<file path="config.mk">
export PLATFORM = sky130hd
export DESIGN_NAME = q_sys_input_pio
export DESIGN_NICKNAME = d
export VERILOG_FILES = /design/src/rtl/q_sys_pio_pkg.sv /design/src/rtl/q_sys_pio_debounce.sv /design/src/rtl/q_sys_input_pio.sv
export SDC_FILE = /design/constraint.sdc
export NUM_CORES = 1
export LEC_CHECK = 0
export BUFFER_PORTS_ARGS = -buffer_cell sky130_fd_sc_hd__buf_2
export CAP_MARGIN = 30
export CORE_UTILIZATION = 51
export DETAILED_ROUTE_END_ITERATION = 10
export PLACE_DENSITY = 0.94
export SYNTH_ARGS = -nofsm -noshare
export SYNTH_HDL_FRONTEND = slang
export SYNTH_SLANG_ARGS = --single-unit
</file>
<file path="constraint.sdc">
create_clock -name clk -period 3.8 [get_ports clk]
set_input_delay 0.95 -clock clk [delete_from_list [all_inputs] [get_ports clk]]
set_output_delay 0.95 -clock clk [all_outputs]
set_load 0.01 [all_outputs]
</file>
<file path="src/rtl/q_sys_pio_pkg.sv">
// -----------------------------------------------------------------------------
// q_sys_pio_pkg
// Shared definitions for the Qsys PIO components. The input PIO uses word
// addresses 0/2/3. The output PIOs use 0/4/5 for data/set/clear on the same
// bus segment.
//
// Contents:
//   PIO_ADDR_*  Avalon word addresses of the input PIO registers
//   edge_type_e encodings for the EDGE_TYPE parameter
//   PRIME_DONE  saturation value of the post-reset prime counter
// -----------------------------------------------------------------------------
package q_sys_pio_pkg;

  localparam logic [2:0] PIO_ADDR_DATA    = 3'd0;
  localparam logic [2:0] PIO_ADDR_IRQMASK = 3'd2;
  localparam logic [2:0] PIO_ADDR_EDGECAP = 3'd3;

  typedef enum logic [1:0] {
    EDGE_RISE = 2'd0,
    EDGE_FALL = 2'd1,
    EDGE_ANY  = 2'd2
  } edge_type_e;

  localparam logic [1:0] PRIME_DONE = 2'd3;

endpackage

</file>
<file path="src/rtl/q_sys_pio_debounce.sv">
// -----------------------------------------------------------------------------
// q_sys_pio_debounce
// Single-bit input conditioner. A two-flop synchroniser is followed by an
// optional stable-time filter.
//
// Build option:
//   PIO_IN_DEBOUNCE_EN  When defined, a change on the synchronised input only
//                       reaches q after it has held for DEBOUNCE_CYCLES
//                       clocks. When undefined, q is the synchroniser output
//                       and no counter exists.
//
// Ports:
//   clk    system clock
//   reset  asynchronous, active-high reset
//   d      asynchronous external input
//   q      conditioned value (din for this bit)
// -----------------------------------------------------------------------------
module q_sys_pio_debounce #(
  parameter int DEBOUNCE_CYCLES = 16
) (
  input  logic clk,
  input  logic reset,
  input  logic d,
  output logic q
);

  if (DEBOUNCE_CYCLES < 1) begin : g_bad_cfg
    $error("q_sys_pio_debounce: DEBOUNCE_CYCLES must be at least 1");
  end

  logic meta;
  logic sync_q;

  // NOTE: flops use non-blocking assignments and an async reset term in the
  // sensitivity list. A blocking assignment here would collapse the two
  // synchroniser stages into one.
  always_ff @(posedge clk or posedge reset) begin
    if (reset) begin
      meta   <= 1'b0;
      sync_q <= 1'b0;
    end else begin
      meta   <= d;
      sync_q <= meta;
    end
  end

`ifdef PIO_IN_DEBOUNCE_EN
  localparam int CW = $clog2(DEBOUNCE_CYCLES + 1);
  localparam logic [CW-1:0] CNT_LAST = CW'(DEBOUNCE_CYCLES - 1);

  logic [CW-1:0] cnt;
  logic          din_q;

  // The count advances while the synchronised input disagrees with the
  // accepted value. The increment that reaches DEBOUNCE_CYCLES accepts the
  // new value instead, so a level that holds N clocks lands N clocks after
  // it leaves the synchroniser. Any agreement restarts the count.
  always_ff @(posedge clk or posedge reset) begin
    if (reset) begin
      cnt   <= '0;
      din_q <= 1'b0;
    end else if (sync_q != din_q) begin
      if (cnt == CNT_LAST) begin
        din_q <= sync_q;
        cnt   <= '0;
      end else begin
        cnt <= cnt + 1'b1;
      end
    end else begin
      cnt <= '0;
    end
  end

  assign q = din_q;
`else
  assign q = sync_q;
`endif

endmodule

</file>
<file path="src/rtl/q_sys_input_pio.sv">
// -----------------------------------------------------------------------------
// q_sys_input_pio
// Avalon-MM slave input PIO. It samples status lines from the fibre BPM front
// end, latches the selected edges into a write-1-to-clear capture register,
// and raises a maskable level interrupt to the Nios host.
//
// Register map (word address):
//   0  data          RO   zero-extended conditioned input (din)
//   2  irq_mask      RW   WIDTH bits
//   3  edge_capture  R/W1C
//   All other addresses read 0 and ignore writes.
// readdata is registered from the address every clock (read wait 1).
//
// Build option: PIO_IN_DEBOUNCE_EN enables per-bit debounce in
// q_sys_pio_debounce.
//
// Ports:
//   clk         system clock
//   reset       asynchronous, active-high reset
//   address     Avalon word address
//   chipselect  Avalon chipselect
//   write_n     Avalon write strobe, active low
//   writedata   Avalon write data
//   in_port     asynchronous external inputs
//   readdata    registered Avalon read data
//   irq         level interrupt to host
// -----------------------------------------------------------------------------
module q_sys_input_pio
  import q_sys_pio_pkg::*;
#(
  parameter int WIDTH           = 8,
  parameter int EDGE_TYPE       = 0,
  parameter int DEBOUNCE_CYCLES = 16
) (
  input  logic             clk,
  input  logic             reset,
  input  logic [2:0]       address,
  input  logic             chipselect,
  input  logic             write_n,
  input  logic [31:0]      writedata,
  input  logic [WIDTH-1:0] in_port,
  output logic [31:0]      readdata,
  output logic             irq
);

  if (WIDTH < 1 || WIDTH > 32) begin : g_bad_width
    $error("q_sys_input_pio: WIDTH must be 1..32");
  end

  localparam edge_type_e EDGE_SEL = edge_type_e'(EDGE_TYPE[1:0]);

  logic [WIDTH-1:0] din;
  logic [WIDTH-1:0] din_prev;
  logic [WIDTH-1:0] edge_raw;
  logic [WIDTH-1:0] edge_evt;
  logic [WIDTH-1:0] clear_mask;
  logic [WIDTH-1:0] edge_capture;
  logic [WIDTH-1:0] irq_mask;
  logic [1:0]       prime_cnt;
  logic             wr_strobe;
  logic [31:0]      rd_mux;
  logic             unused_wdata;

  for (genvar i = 0; i < WIDTH; i++) begin : g_in
    q_sys_pio_debounce #(
      .DEBOUNCE_CYCLES(DEBOUNCE_CYCLES)
    ) u_cond (
      .clk  (clk),
      .reset(reset),
      .d    (in_port[i]),
      .q    (din[i])
    );
  end

  assign wr_strobe = chipselect & ~write_n;

  // Bits of writedata at WIDTH and above have no register behind them.
  assign unused_wdata = ^writedata;

  // NOTE: every signal written in an always_comb block gets a default at the
  // top. A path that leaves a signal unassigned would infer a latch.
  always_comb begin
    edge_raw = din ^ din_prev;
    case (EDGE_SEL)
      EDGE_RISE: edge_raw = din & ~din_prev;
      EDGE_FALL: edge_raw = ~din & din_prev;
      default:   edge_raw = din ^ din_prev;
    endcase
  end

  // After reset, din_prev lags din by a clock. The prime count holds off
  // capture until both have settled, so lines that are already high at
  // reset do not register an edge.
  assign edge_evt   = (prime_cnt == PRIME_DONE) ? edge_raw : '0;
  assign clear_mask = (wr_strobe && address == PIO_ADDR_EDGECAP)
                      ? writedata[WIDTH-1:0] : '0;

  always_comb begin
    rd_mux = '0;
    case (address)
      PIO_ADDR_DATA:    rd_mux[WIDTH-1:0] = din;
      PIO_ADDR_IRQMASK: rd_mux[WIDTH-1:0] = irq_mask;
      PIO_ADDR_EDGECAP: rd_mux[WIDTH-1:0] = edge_capture;
      default:          rd_mux = '0;
    endcase
  end

  always_ff @(posedge clk or posedge reset) begin
    if (reset) begin
      din_prev     <= '0;
      prime_cnt    <= '0;
      edge_capture <= '0;
      irq_mask     <= '0;
      irq          <= 1'b0;
      readdata     <= '0;
    end else begin
      din_prev <= din;
      if (prime_cnt != PRIME_DONE) prime_cnt <= prime_cnt + 2'd1;
      // A new edge sets its bit even if a clear for that bit lands on the
      // same clock.
      edge_capture <= edge_evt | (edge_capture & ~clear_mask);
      if (wr_strobe && address == PIO_ADDR_IRQMASK)
        irq_mask <= writedata[WIDTH-1:0];
      irq      <= |(edge_capture & irq_mask);
      readdata <= rd_mux;
    end
  end

endmodule

</file>
# Word level (Yosys, flattened, before mapping)
# Index checks and enable logic that the tools add are counted.
# Widths: inputs -> output; s select.
[totals] register_bits=51 input_bits=47 output_inout_bits=33 wordCells=42
[classes] addsub=1 eq_ne=4 muxes=3 bitwise_logic=8 reduce_logical=4
[op_table] cell="$and 8x8->8" n=3
[op_table] cell="$pmux 8 s3" n=1
[op_table] cell="$mux 8" n=2
[op_table] cell="$not 8->8" n=2
[op_table] cell="$or 8x8->8" n=1
[op_table] cell="$reduce_or 8->1" n=1
[op_table] cell="$eq 3x2->1 const B" n=2
[op_table] cell="$logic_not 3->1" n=1
[op_table] cell="$add 2x1->2 const B" n=1
[op_table] cell="$eq 2x2->1 const B" n=1
[op_table] cell="$logic_and 1x1->1" n=2
[op_table] cell="$ne 2x2->1 const B" n=1
[op_table] cell="$and 1x1->1" n=1
[op_table] cell="$not 1->1" n=1

# Depth between registers and ports, before layout
[logic_depth] depth_word=7 mapped_depth=5 mapped_depth_nobuf=3

# Modules after synthesis
# A second synthesis with hierarchy kept.
[hier_totals] hier_cells=176 area_unflattened_um2=2122.0
[by_module_without_submodules] module="q_sys_input_pio" n_inst=1 cells_per_inst=152 area_per_inst_um2=1691.6 seq_area_each_um2=875.8
[by_module_without_submodules] module="q_sys_pio_debounce" n_inst=8 cells_per_inst=3 area_per_inst_um2=53.8 seq_area_each_um2=50.0

# Worst setup path before layout
# Ideal clock, no wire load.
[synth_path] kind="input to register" start="in address[2]" end="reg irq_mask[0]" setup_time_ns=0.125 t_arrival_ns=1.859 required_time_ns=3.675 setup_slack_ns=1.816 cell_stages=5 n_path_buf=2 path_cell_list="buf_6 > nand4bb_1 > buf_6 > nor2_8 > mux2_2"
[synth_via] elab_chain_len=2
[synth_rtl] element="start: declaration" line="q_sys_input_pio.sv:37" text="input logic [2:0] address,"
[synth_rtl] element="$eq 3x2->1" line="q_sys_input_pio.sv:122" text="if (wr_strobe && address == PIO_ADDR_IRQMASK)"
[synth_rtl] element="$logic_and 1x1->1" line="q_sys_input_pio.sv:122"
[synth_rtl] element="end signal: assignment" line="q_sys_input_pio.sv:123" text="irq_mask <= writedata[WIDTH-1:0];"
[synth_rtl] element="end: declaration" line="q_sys_input_pio.sv:58" text="logic [WIDTH-1:0] irq_mask;"
# Every way passes these cells.
# A chain may end at the register's enable or synchronous reset.

# Worst setup path in the final report
[layout_path] start="in address[1]" end="reg irq_mask[1]"
# Same word-level chain as after synthesis.

==> out/qor.yml <==
grt:
  use_met2_pct: 27.6
  first_global_vias: 1187
  grt_max_degree: 42
  antenna_found_initial: 0
  grt_use_met3_pct: 4.86
  grt_pass1_wl_microns: 5350
  gr-usage-all-layers_pct: 16.9
  grt_util_met1_pct: 20.9
  top_usage_layer: "met2"
  grt-ovfl-total: 0
route:
  first_pass_iters: 4
  vias_per_cell: 4.91
  drtIter0Drc: 78
  drtAntennaViolNets: 0
  routedWlPerCell_microns: 12.7
  wl_microns: 3140
  drc: 0
  num_vias: 1207
logic_synthesis:
  yosysSeqAreaShare_pct: 61.9
  synth_top_area_share_pct: 61.9
  synthesis.instances: 167
  synth_cell_types: 20
  netlist_area_sq_um: 2060
  synthTopCellsByArea: "dfrtp_1 62%, buf_4 9.1%, mux2_2 4.9%"
  synth_top_area_cell: "dfrtp_1"
  synth-seq-cells: 51
  synth_area_per_cell_sq_um: 12.3
  synth_warnings: 0
layout:
  area_delta_synth_final_pct: 8.56
  nets: 246
  drive_above_1_share_pct: 29.3
  nFillCells: 306
  antenna_cells: 0
  fin_cells: 246
floorplanning:
  fp.dieW_microns: 65.6
  initial_core_util_pct: 54.6
  die_area_sq_um: 4300
  die_h_microns: 65.6
  io_pins: 80
  rows: 22
  core_sq_um: 3770
clock_network:
  post_cts_resized: 0
  clock_path_buffers: 2
  cts_hold_buf: 0
  cts_buffers: 5
  cts.sinks: 51
  cts_tree: "done"
  clock-root-buffer: "clkbuf_8"
  post-cts-setup-buffers: 0
  clkSlewWorstSetupHoldPaths_ns: 0.08
  h-tree-depth: 2
  clock_latency_ns: 0.30
sta:
  slew_headroom_pct: 60.9
  skew_ns: 0.00778
  fin_crit_ns: 2.34
  finalSetupViolations: 0
  worstMarginPinSlew_ns: 0.582
  hold_viol: 0
  maxSlewViolCount: 0
  period_share_pct: 61.5
  fmax_ghz: 0.428
  rsz0062_at_grt: "no"
  setup_tns_ns: 0
pwr:
  leakage_nw: 1.08
  vdd_drop_max_v: 0.000199
  cellPowerDensity_nw_per_um2: 458
worst_setup_path:
  rr_endpoint: "prime_cnt[1]$_DFFE_PP0N_"
  r2r-start: "prime_cnt[0]$_DFFE_PP0N_"
  startpoint: "address[1]"
  end_kind: "flip-flop"
  worst-path-buf-inv: 1
  cp.depth: 4
  cp_cell_sequence: "buf_2, nand4bb_1, nor2_8, mux2_2"
  cp_data_required_time_ns: 3.98
  worstSetupStartpointType: "input port"
  reg2reg_depth: 2
  crit_type: "in2reg"
  crit_path_end: "irq_mask[1]$_DFFE_PP0P_"
  slowest_stage: "nand4bb_1"
  critPathMaxFanout: 10
  cp_data_arrival_time_ns: 2.52
  cpPeakStageDelay_ns: 0.53
  r2r_slack_ns: 2.48
  cp_top_family: "simple AND/OR/NAND/NOR gates"
placed_design:
  dp.cells: 239
  hpwl_microns: 2240
  port_buffers: 31
  gp_congestion: 0.729
outcome:
  outcome: "finished, final reports clean"
job:
  maxCapViolCount: 0
min_path:
  holdCritPathClass: "reg2reg"
  hp-start: "g_in[2].u_cond.meta$_DFF_PP0_"
## report_power, final
group | leakage, nW | total [mW] | internal (mW) | switching [mW]
Clock | 0.0470 | 0.298 | 0.143 | 0.155
Combinational | 0.454 | 0.117 | 0.0551 | 0.0618
Sequential | 0.582 | 0.610 | 0.585 | 0.0252
## area by class of cell
type                       instances  area (sq um)  area share (%)
sequential                        51          1280            57.0
multi-input combinational        107           634            28.4
timing repair buffer              32           175            7.83
clock buffer                       6          82.6            3.69
tap                               48          60.1            2.68
clock inverter                     1          5.00           0.224
inverter                           1          3.75           0.168
## placed cells by master, fill, tap and decap left out, types with 3 or more instances in the layout
master,Yosys,final
o21ai_0,13,13
buf_2,0,31
mux2_2,9,9
or2_2,8,8
clkbuf_8,0,6
a21oi_1,8,8
conb_1,1,24
nand2_1,24,24
dfrtp_1,51,51
mux2i_1,8,8
a22oi_1,4,4
nand3b_1,3,3
## stage by stage
stage	setup slack (ns)	cell area [sq um]	hold slack (ns)	power [mW]	utilization, %
floorplan	1.62	2150	0.331	0.718	-
CTS	1.46	2240	0.354	1.04	59.3
global route	1.42	2240	0.357	1.07	59.3
detailed placement	1.14	2150	0.335	0.739	57.0
global placement	1.18	2130	0.332	0.729	56.5
finish	1.46	2240	0.351	1.02	59.3
## metal layers
metal	share of wire, %	up-vias
li1	-	566
met1	43	586
met2	49	50
met3	6.8	5
met4	1.2	0
met5	0	-
## how the worst min path moves through the flow
stage                                            end  slack, ns  cells past startpoint
after global placement    g_in[2].u_cond.q$_DFF_PP0_       0.33                      0
final                     g_in[2].u_cond.q$_DFF_PP0_       0.35                      0
after detailed placement  g_in[5].u_cond.q$_DFF_PP0_       0.33                      0
after global routing      g_in[5].u_cond.q$_DFF_PP0_       0.36                      0
after CTS                 g_in[5].u_cond.q$_DFF_PP0_       0.35                      0
after floorplan           g_in[0].u_cond.q$_DFF_PP0_       0.33                      0
## state kept, by name, indices dropped and copies added, names as in the netlist
signal	flops
g_in.u_cond.meta	8
irq_mask	8
prime_cnt	2
irq	1
din_prev	8
g_in.u_cond.q	8
readdata	8
edge_capture	8
## cell families after synthesis
family,share of synthesized area [%]
flip-flops,61.9
AND/OR/NAND/NOR,10.0
buffers and inverters,11.5
AO/OA/AOI/OAI,6.56
multiplexers,8.80
adder cells (fa/ha/maj),0.607
other,0.182
XOR/XNOR,0.425
## Yosys cell counts
cell type   n
nand4bb_1   1
mux2i_1     8
nor2_8      1
ha_1        1
buf_4      25
clkbuf_1    3
nand4_1     1
dfrtp_1    51
a22oi_1     4
nand3b_1    3
o21ai_0    13
xnor2_1     1
conb_1      1
buf_6       3
nand2_1    24
mux2_2      9
and2_1      1
a21oi_1     8
inv_1       1
or2_2       8
(Power assumes the default switching activity.)
